[config.mk]
export PLATFORM = sky130hd
export DESIGN_NAME = aes_round_ctrl_flat
export DESIGN_NICKNAME = d
export VERILOG_FILES = /design/src/rtl/aes_round_ctrl_if.sv /design/src/rtl/aes_round_ctrl.sv /design/src/flat_wrapper.sv
export SDC_FILE = /design/constraint.sdc
export NUM_CORES = 1
export LEC_CHECK = 0
export CAP_MARGIN = 20
export CORE_MARGIN = 1
export CORE_UTILIZATION = 47
export CTS_CLUSTER_SIZE = 24
export DETAILED_ROUTE_END_ITERATION = 8
export PLACE_DENSITY = 0.74
export SLEW_MARGIN = 10
export SYNTH_ARGS = -nofsm -noshare
export SYNTH_HDL_FRONTEND = slang
export SYNTH_SLANG_ARGS = --single-unit
[constraint.sdc]
create_clock -name clk -period 2 [get_ports clk]
set_input_delay 0.6 -clock clk [delete_from_list [all_inputs] [get_ports clk]]
set_output_delay 0.6 -clock clk [all_outputs]
set_load 0.03 [all_outputs]
[src/rtl/aes_round_ctrl_if.sv]
// Host/datapath-facing signal bundle of the AES round sequencer.
// The sequencer uses the slave view. The host-side wrapper or bench uses the master view.
interface aes_round_ctrl_if;
  logic       start;
  logic [1:0] key_len;
  logic       decrypt;
  logic       busy;
  logic       done;
  logic       inv;
  logic       wr_en_in_reg;
  logic       wr_en_state_reg;
  logic       wr_en_out_reg;
  logic [2:0] sel_state;
  logic [3:0] sel_key;

  modport master (
    output start, key_len, decrypt,
    input  busy, done, inv, wr_en_in_reg, wr_en_state_reg, wr_en_out_reg,
           sel_state, sel_key
  );

  modport slave (
    input  start, key_len, decrypt,
    output busy, done, inv, wr_en_in_reg, wr_en_state_reg, wr_en_out_reg,
           sel_state, sel_key
  );
endinterface

[src/rtl/aes_round_ctrl.sv]
// Round sequencer for a shared AES round datapath: AES-128/192/256, cipher and inverse cipher.
// It drives the state-register write enables, the state-mux select and the round-key index.
module aes_round_ctrl #(
  parameter int SB_CYCLES = 6,
  parameter int MC_CYCLES = 5
) (
  input  logic            clk,
  input  logic            reset_n,
  aes_round_ctrl_if.slave bus
);
  localparam int MAX_CYC = (SB_CYCLES > MC_CYCLES) ? SB_CYCLES : MC_CYCLES;
  localparam int PH_W    = (MAX_CYC > 1) ? $clog2(MAX_CYC) : 1;
  localparam logic [PH_W-1:0] SB_LAST = PH_W'(SB_CYCLES - 1);
  localparam logic [PH_W-1:0] MC_LAST = PH_W'(MC_CYCLES - 1);

  typedef enum logic [2:0] {
    S_IDLE, S_LOAD, S_ARK, S_SB, S_SR, S_MC, S_DONE
  } state_e;

  state_e          state_q, state_d;
  logic [3:0]      rnd_q, rnd_d;
  logic [3:0]      nr_q, nr_d;
  logic [PH_W-1:0] ph_q, ph_d;
  logic            inv_q, inv_d;
  logic            final_ark;

  logic       we_in, we_state, we_out, done;
  logic [2:0] sel_state;
  logic [3:0] sel_key;

  function automatic logic [3:0] rounds_of(input logic [1:0] kl);
    case (kl)
      2'b01:   rounds_of = 4'd12;
      2'b10:   rounds_of = 4'd14;
      default: rounds_of = 4'd10;
    endcase
  endfunction

  // The last key addition writes the output register instead of the state.
  assign final_ark = inv_q ? (rnd_q == 4'd0) : (rnd_q == nr_q);

  always_ff @(posedge clk or negedge reset_n) begin
    if (!reset_n) begin
      state_q <= S_IDLE;
      rnd_q   <= 4'd0;
      nr_q    <= 4'd0;
      ph_q    <= '0;
      inv_q   <= 1'b0;
    end else begin
      state_q <= state_d;
      rnd_q   <= rnd_d;
      nr_q    <= nr_d;
      ph_q    <= ph_d;
      inv_q   <= inv_d;
    end
  end

  always_comb begin
    state_d   = state_q;
    rnd_d     = rnd_q;
    nr_d      = nr_q;
    ph_d      = ph_q;
    inv_d     = inv_q;
    we_in     = 1'b0;
    we_state  = 1'b0;
    we_out    = 1'b0;
    done      = 1'b0;
    sel_state = 3'b000;
    sel_key   = 4'd0;
    case (state_q)
      S_IDLE: begin
        if (bus.start) begin
          nr_d    = rounds_of(bus.key_len);
          inv_d   = bus.decrypt;
          state_d = S_LOAD;
        end
      end
      S_LOAD: begin
        we_in    = 1'b1;
        we_state = 1'b1;
        rnd_d    = inv_q ? nr_q : 4'd0;
        state_d  = S_ARK;
      end
      S_ARK: begin
        sel_state = 3'b100;
        sel_key   = rnd_q;
        if (final_ark) begin
          we_out  = 1'b1;
          state_d = S_DONE;
        end else begin
          we_state = 1'b1;
          if (!inv_q) begin
            rnd_d   = rnd_q + 4'd1;
            state_d = S_SB;
          end else if (rnd_q == nr_q) begin
            // The initial decrypt key addition has no InvMixColumns behind it.
            rnd_d   = rnd_q - 4'd1;
            state_d = S_SR;
          end else begin
            state_d = S_MC;
          end
        end
      end
      S_SB: begin
        sel_state = 3'b001;
        sel_key   = rnd_q;
        if (ph_q == SB_LAST) begin
          we_state = 1'b1;
          ph_d     = '0;
          state_d  = inv_q ? S_ARK : S_SR;
        end else begin
          ph_d = ph_q + 1'b1;
        end
      end
      S_SR: begin
        sel_state = 3'b010;
        sel_key   = rnd_q;
        we_state  = 1'b1;
        if (inv_q)                state_d = S_SB;
        else if (rnd_q == nr_q)   state_d = S_ARK;
        else                      state_d = S_MC;
      end
      S_MC: begin
        sel_state = 3'b011;
        sel_key   = rnd_q;
        if (ph_q == MC_LAST) begin
          we_state = 1'b1;
          ph_d     = '0;
          if (inv_q) begin
            rnd_d   = rnd_q - 4'd1;
            state_d = S_SR;
          end else begin
            state_d = S_ARK;
          end
        end else begin
          ph_d = ph_q + 1'b1;
        end
      end
      S_DONE: begin
        done    = 1'b1;
        rnd_d   = 4'd0;
        state_d = S_IDLE;
      end
      default: state_d = S_IDLE;
    endcase
  end

  assign bus.busy            = (state_q != S_IDLE);
  assign bus.done            = done;
  assign bus.inv             = inv_q;
  assign bus.wr_en_in_reg    = we_in;
  assign bus.wr_en_state_reg = we_state;
  assign bus.wr_en_out_reg   = we_out;
  assign bus.sel_state       = sel_state;
  assign bus.sel_key         = sel_key;
endmodule
[src/flat_wrapper.sv]
// flat-port wrapper written by rule: the top's interface ports become plain ports
module aes_round_ctrl_flat 
#(
  parameter int SB_CYCLES = 6,
  parameter int MC_CYCLES = 5
)
  (clk, reset_n, bus_start, bus_key_len, bus_decrypt, bus_busy, bus_done, bus_inv, bus_wr_en_in_reg, bus_wr_en_state_reg, bus_wr_en_out_reg, bus_sel_state, bus_sel_key);
  aes_round_ctrl_if bus_i ();
  input  logic clk;
  input  logic reset_n;
  input wire logic [$bits(bus_i.start)-1:0] bus_start;
  input wire logic [$bits(bus_i.key_len)-1:0] bus_key_len;
  input wire logic [$bits(bus_i.decrypt)-1:0] bus_decrypt;
  output wire logic [$bits(bus_i.busy)-1:0] bus_busy;
  output wire logic [$bits(bus_i.done)-1:0] bus_done;
  output wire logic [$bits(bus_i.inv)-1:0] bus_inv;
  output wire logic [$bits(bus_i.wr_en_in_reg)-1:0] bus_wr_en_in_reg;
  output wire logic [$bits(bus_i.wr_en_state_reg)-1:0] bus_wr_en_state_reg;
  output wire logic [$bits(bus_i.wr_en_out_reg)-1:0] bus_wr_en_out_reg;
  output wire logic [$bits(bus_i.sel_state)-1:0] bus_sel_state;
  output wire logic [$bits(bus_i.sel_key)-1:0] bus_sel_key;
  assign bus_i.start = bus_start;
  assign bus_i.key_len = bus_key_len;
  assign bus_i.decrypt = bus_decrypt;
  assign bus_busy = bus_i.busy;
  assign bus_done = bus_i.done;
  assign bus_inv = bus_i.inv;
  assign bus_wr_en_in_reg = bus_i.wr_en_in_reg;
  assign bus_wr_en_state_reg = bus_i.wr_en_state_reg;
  assign bus_wr_en_out_reg = bus_i.wr_en_out_reg;
  assign bus_sel_state = bus_i.sel_state;
  assign bus_sel_key = bus_i.sel_key;
  aes_round_ctrl #(.SB_CYCLES(SB_CYCLES), .MC_CYCLES(MC_CYCLES)) u_core (.clk(clk), .reset_n(reset_n), .bus(bus_i));
endmodule
==> results.ini, run 1 <==
[die]
dieHeight_um = 51.7
core_um2 = 2280
ios = 19
die_x_um = 51.7
dieArea_um2 = 2670
start_util_pct = 51.0
row_count = 17

[clocking]
cts_sinks = 14
clockBufferDepth = 2
cts_buffers = 3
cts_root_buffer = clkbuf_4
path_clk_slew_ns = 0.09
postCtsHoldBufs = 0
insertion_delay_ns = 0.28
cts_tree = done
htree_levels = 1

[global_routing]
grt_pass1_vias = 1214
grt_pass1_wl_mm = 5.21
groute.usage.overall_pct = 26.5
grt_max_degree = 19
antenna_found_initial = 0
grt-ovfl-total = 0

[cells_and_area]
areaGrowthSynthToFinish_pct = 53.0
finalNonFillerCells = 223
drive_gt1_share_pct = 39.0
diodes = 0
finalNetCount = 209

[synthesis]
yosysWarningCount = 0
netlist_instances = 144
syn-num-nets = 156
seq_area_frac_synth_pct = 30.2
synthDistinctLibCells = 42
ys_ff_latch = 14
async_reset_ff_share_pct = 100
avgSynthCellArea_um2 = 8.06
ys.flop_type = dfrtp_1
syn_area_um2 = 1160
synth_edf_count = 0

[flow_run]
cap_violations = 0

[critical_path]
required_ns = 1.40
critical_path_arrival_ns = 1.87
startpoint_type = flop
crit_chain = xor2_1, or4_4, o21bai_4, and2_4, buf_6
worstSetupEndpointType = output port
crit_fanout = 2
path_class = flop to output port
critical_path.slowest_cell = or4_4
max_stage_delay_ns = 0.56

[pwr]
swShare_pct = 46.3
p_clk_share_pct = 5.1
ir_drop_v = 0.00137
switching_power_mw = 1.51
power_density_nw_per_um2 = 1840
internal_power_mw = 1.76
power_mw = 3.27
seq_power_share_pct = 16.0
p_leak_nw = 0.844
combPwrFrac_pct = 78.9

[outcome]
outcome = finished with violations
failed_checks = negative setup slack

[drt]
drtIter0Drc = 50
finalWirelength_mm = 3.25
final_antenna_net_count = 0
wire_per_inst_um = 14.6
remaining_drc_errors = 0
drt_first_pass_iters = 4
dr_total_vias = 1280
vias_per_cell = 5.74

[place]
io_buffers = 18
dp_cells = 211
gp_congestion = 1.01
place_ws_ns = -0.172
dpl.hpwl_mm = 2.32

[sta]
fmax_mhz = 405
hold_viol_final = 0
rsz0062_at_grt = true
slew_headroom_pct = 68.6
finalMaxSlewViolations = 0
finalCriticalPeriod_ns = 2.47
setup_slack_ns = -0.469
fin_crit_sh_pct = 123
finalSetupViolations = 12
tightestPinTransition_ns = 0.464
skew_ns = 0.00427

[worst_hold_path]
hp-class = flop to flop

-- power by group through the flow --
stage	Sequential [mW]	Combinational [mW]	Clock, mW
CTS	0.515	2.45	0.166
floorplan	0.516	1.35	0
finish	0.524	2.58	0.166
detailed placement	0.525	2.14	0
global route	0.541	2.75	0.180
global placement	0.521	2.09	0
-- worst max-delay path, delay by kind of cell, from the launching register on --
family | cells | cell delay [ns]
AND/OR/NAND/NOR | 2 | 0.72
flip-flops | 1 | 0.42
XOR/XNOR | 1 | 0.17
AO/OA/AOI/OAI | 1 | 0.16
buffers and inverters | 1 | 0.12
-- repair_timing --
item | 4_1_cts | 5_1_grt
setup endpoints to repair | 14 | 16
resized for setup | 29 | 13
pin swaps | 5 | 3
buffers inserted | 7 | 2
-- routing by layer --
metal	wire length, um	vias to the layer above	track usage (%)
li1	-	618	-
met1	1420	572	34.2
met2	1530	78	43.1
met3	223	12	3.51
met4	75	0	13.1
met5	0	-	0
-- stage by stage --
| step | hold WS, ns | setup TNS [ns] | instance area [um^2] | utilization, % |
|---|---|---|---|---|
| after floorplan | 0.304 | -0.251 | 1190 | - |
| after global placement | 0.565 | -0.314 | 1560 | 68.4 |
| after detailed placement | 0.577 | -0.414 | 1560 | 68.4 |
| after CTS | 0.598 | -2.00 | 1730 | 76.2 |
| after global routing | 0.633 | -2.83 | 1780 | 78.1 |
| final | 0.613 | -2.13 | 1780 | 78.1 |
-- registers in the layout (all words and copies together), names as in the netlist --
register / cells
u_core.ph_q: 3
u_core.bus.inv: 1
u_core.nr_q: 3
u_core.state_q: 3
u_core.rnd_q: 4
-- final timing paths --
kind	from	endpoint	slack [ns]	depth (start not counted)
setup / recovery	u_core.rnd_q[2]	bus_wr_en_out_reg	-0.47	5
max in group asynchronous	reset_n	u_core.state_q[2]	1.19	2
hold reg to reg	u_core.bus.inv	u_core.bus.inv	0.61	1
min in group asynchronous	reset_n	u_core.nr_q[2]	0.62	2
hold / removal	u_core.bus.inv	u_core.bus.inv	0.61	1
setup reg to reg	u_core.rnd_q[2]	u_core.rnd_q[1]	-0.20	6
-- Yosys cell counts (all sizes together) (2+ instances only) --
cell type	instances	share of area (%)
and2	9	4.8
nor3	2	0.86
nand2b	5	2.7
o41ai	2	1.5
and3	2	1.1
a21oi	10	4.3
mux2	2	2.3
inv	8	2.6
xor2	4	3.7
o21ai	19	8.2
nand2	13	4.2
buf	2	1.3
nor2	6	1.9
mux2i	2	1.7
o22ai	4	2.2
nor2b	2	1.1
xnor2	3	2.3
ha	6	6.5
nand3	5	2.2
dfrtp	14	30
clkbuf	7	2.3
-- cells by family after synthesis --
kind of cell,share of synthesized area [%]
multiplexers,3.99
XOR/XNOR,5.93
buffers and inverters,6.14
AO/OA/AOI/OAI,23.5
adder cells (fa/ha/maj),6.47
AND/OR/NAND/NOR,23.8
flip-flops,30.2
-- final cells by class --
class | instances | area (um^2)
Multi-Input combinational cell | 113 | 821
Timing Repair Buffer | 57 | 513
Fill cell | 143 | 499
Sequential cell | 14 | 352
Tap cell | 28 | 35.0
Inverter | 8 | 33.8
Clock buffer | 3 | 22.5
-- layout by cell type, fill, tap and decap left out, drive strengths merged, types with 2 or more instances in the layout --
| cell type | n |
|---|---|
| clkbuf | 3 |
| buf | 51 |
| xor2 | 4 |
| nor2b | 2 |
| inv | 7 |
| nor2 | 6 |
| and3 | 2 |
| o22ai | 4 |
| and2 | 9 |
| dfrtp | 14 |
| nand3 | 5 |
| nand2 | 13 |
| nor3 | 2 |
| o21ai | 19 |
| mux2 | 2 |
| mux2i | 2 |
| xnor2 | 3 |
| ha | 6 |
| o41ai | 2 |
| a21oi | 10 |
| clkdlybuf4s50 | 5 |
| nand2b | 5 |
(Power assumes the default switching activity.)
==> run 2, diff against run 1 <==
- CORE_UTILIZATION: 47 -> 50
- GPL_TIMING_DRIVEN: default -> 0
- PLACE_DENSITY: 0.74 -> 0.76
- clock period: 2 -> 2.3 ns (I/O delays scaled with it)
==> run 2 against run 1 <==
Against the previous run:
- the run still ends with negative setup slack left
- total power decreased by 28%
- hold slack got worse by 0.012 ns
- utilization decreased by 11 points
- non-clock buffer count decreased by 24
- routed wire length decreased by 3.5%
- combinational power decreased by 33%
- first-iteration DRC count increased by 68%
- cell area decreased by 17%
- worst setup slack improved by 0.20 ns
- clock-buffer cell count unchanged
- global-route usage increased by 0.19 points
- critical path depth unchanged
- critical endpoint is now bus_wr_en_state_reg
==> results.ini, run 2 (synthesized netlist as in run 1, its figures left out) <==
[clocking]
cts_root_buffer = clkbuf_4
cts_sinks = 14  ; unchanged
cts_buffers = 3  ; unchanged
postCtsHoldBufs = 0  ; unchanged
cts_tree = done
clockBufferDepth = 2  ; unchanged
path_clk_slew_ns = 0.08  ; about the same
insertion_delay_ns = 0.28  ; about the same
htree_levels = 1  ; unchanged

[cells_and_area]
layout_common_cells = 17 x o21ai_0, 13 x buf_4, 13 x nand2_1
largest_reg_flops = 4  ; unchanged
drive_gt1_share_pct = 25.1  ; -14 points
finalNonFillerCells = 199  ; -11%
utilization_pct = 67.2  ; -11 points
diodes = 0  ; unchanged
seq_area_um2 = 355  ; +1.1%
multi_input_area_um2 = 787  ; -4.1%
final_common_cell = o21ai_0
areaGrowthSynthToFinish_pct = 26.7
fillers = 168  ; +17%
finalNetCount = 185  ; -11%
top_register = u_core.rnd_q

[flow_run]
cap_violations = 0  ; unchanged

[drt]
wire_per_inst_um = 15.8  ; +8.2%
finalWirelength_mm = 3.14  ; -3.5%
remaining_drc_errors = 0  ; unchanged
dr_total_vias = 1222  ; -4.5%
drt_first_pass_iters = 8  ; +4
vias_per_cell = 6.14  ; +7.0%
drtIter0Drc = 84  ; +68%
final_antenna_net_count = 0  ; unchanged

[pwr]
power_mw = 2.34  ; -28%
internal_power_mw = 1.14  ; -35%
seq_power_share_pct = 20.6  ; +4.6 points
power_density_nw_per_um2 = 1590  ; -14%
ir_drop_v = 0.000978  ; -28%
switching_power_mw = 1.20  ; -21%
p_clk_share_pct = 6.0  ; +0.9 points
swShare_pct = 51.4  ; +5.1 points
combPwrFrac_pct = 73.4  ; -5.5 points
p_leak_nw = 0.676  ; -20%

[die]
die_x_um = 50.2  ; -2.9%
dieHeight_um = 50.2  ; -2.9%
row_count = 17  ; unchanged
core_um2 = 2190  ; -3.7%
ios = 19  ; unchanged
dieArea_um2 = 2520  ; -5.8%
start_util_pct = 53.0  ; +2.0 points

[critical_path]
critical_path_arrival_ns = 1.88  ; about the same
startpoint_type = flop
required_ns = 1.61  ; +0.21 ns
crit_fanout = 2  ; unchanged
path_class = flop to output port
worstSetupEndpointType = output port

[global_routing]
grt_pass1_wl_mm = 5.01  ; -3.8%
antenna_found_initial = 0  ; unchanged
groute.usage.overall_pct = 26.7  ; +0.19 points
grt-ovfl-total = 0  ; unchanged
grt_max_degree = 15  ; -4
grt_pass1_vias = 1092  ; -10%

[sta]
setup_slack_ns = -0.270  ; +0.199 ns
rsz0062_at_grt = true
skew_ns = 0.00336  ; -0.000902 ns
tns_ns = -0.501  ; +1.63 ns
finalSetupViolations = 2  ; -10
slew_headroom_pct = 55.8  ; -13 points
fmax_mhz = 389
finalCriticalPeriod_ns = 2.57
fin_crit_sh_pct = 112
finalMaxSlewViolations = 0  ; unchanged
tightestPinTransition_ns = 0.661  ; +0.197 ns
hold_viol_final = 0  ; unchanged

[outcome]
failed_checks = negative setup slack
outcome = finished with violations

[place]
dpl.hpwl_mm = 2.10  ; -9.7%
gp_congestion = 0.904  ; -10%
dp_cells = 190  ; -10%
io_buffers = 18  ; unchanged
place_ws_ns = -0.559  ; -0.387 ns

[worst_hold_path]
hp-class = flop to flop

-- run 2: changes by cell type in the layout (fill, tap and decap cells not counted), sizes merged --
cell           change
clkdlybuf4s50      +1
clkinvlp           -1
clkbuf             +5
dlymetal6s2s       -1
inv                +1
dlygate4sd2        +1
buf               -30
-- run 2: worst max-delay path, stage by stage (launching register included) --
cell,delay [ns]
dfrtp_1,0.41
xor2_2,0.19
or4_4,0.54
o21bai_4,0.13
o221ai_1,0.13
buf_4,0.20
-- run 2: layer usage --
layer	global-route usage (%)	wire length, um
met5	0	0
met4	10.5	112
met3	3.33	291
met2	45.6	1480
met1	33.8	1250
-- run 2: final timing paths --
path | start | endpoint | slack [ns] | cells after the start
min in group asynchronous | reset_n | u_core.ph_q[2] | 0.80 | 1
max reg2reg | u_core.nr_q[3] | u_core.rnd_q[1] | 0.07 | 6
max | u_core.nr_q[3] | bus_wr_en_state_reg | -0.27 | 5
min | u_core.nr_q[2] | u_core.nr_q[2] | 0.60 | 2
min reg2reg | u_core.nr_q[2] | u_core.nr_q[2] | 0.60 | 2
max in group asynchronous | reset_n | u_core.rnd_q[2] | 1.03 | 1
-- run 2: layout make-up --
cell class	count	share of cell area, %
clock buffers	3	1.53
plain buffers	6	2.64
flip-flops and latches	14	24.1
inverters	8	2.04
multi-input cells	113	53.5
well taps	28	2.38
repair buffers	27	13.8
-- run 2: timing repair --
action                                  CTS  global route
setup buffers                             6             3
endpoints found under the setup margin   12            11
gates resized for setup                  57            23
pin swaps                                 3             4
-- run 2: through the flow --
step,area (um^2),hold WS (ns)
3_3_place_gp,1380,0.537
4_1_cts,1470,0.567
3_5_place_dp,1380,0.545
2_1_floorplan,1160,0.394
5_1_grt,1470,0.658
6_report,1470,0.602
-- run 2: power by group through the flow --
stage	registers (mW)	logic, mW	clock network (mW)
3_3_place_gp	0.453	1.52	0
4_1_cts	0.483	1.64	0.142
2_1_floorplan	0.449	1.12	0
3_5_place_dp	0.458	1.55	0
5_1_grt	0.502	1.85	0.155
6_report	0.482	1.72	0.141
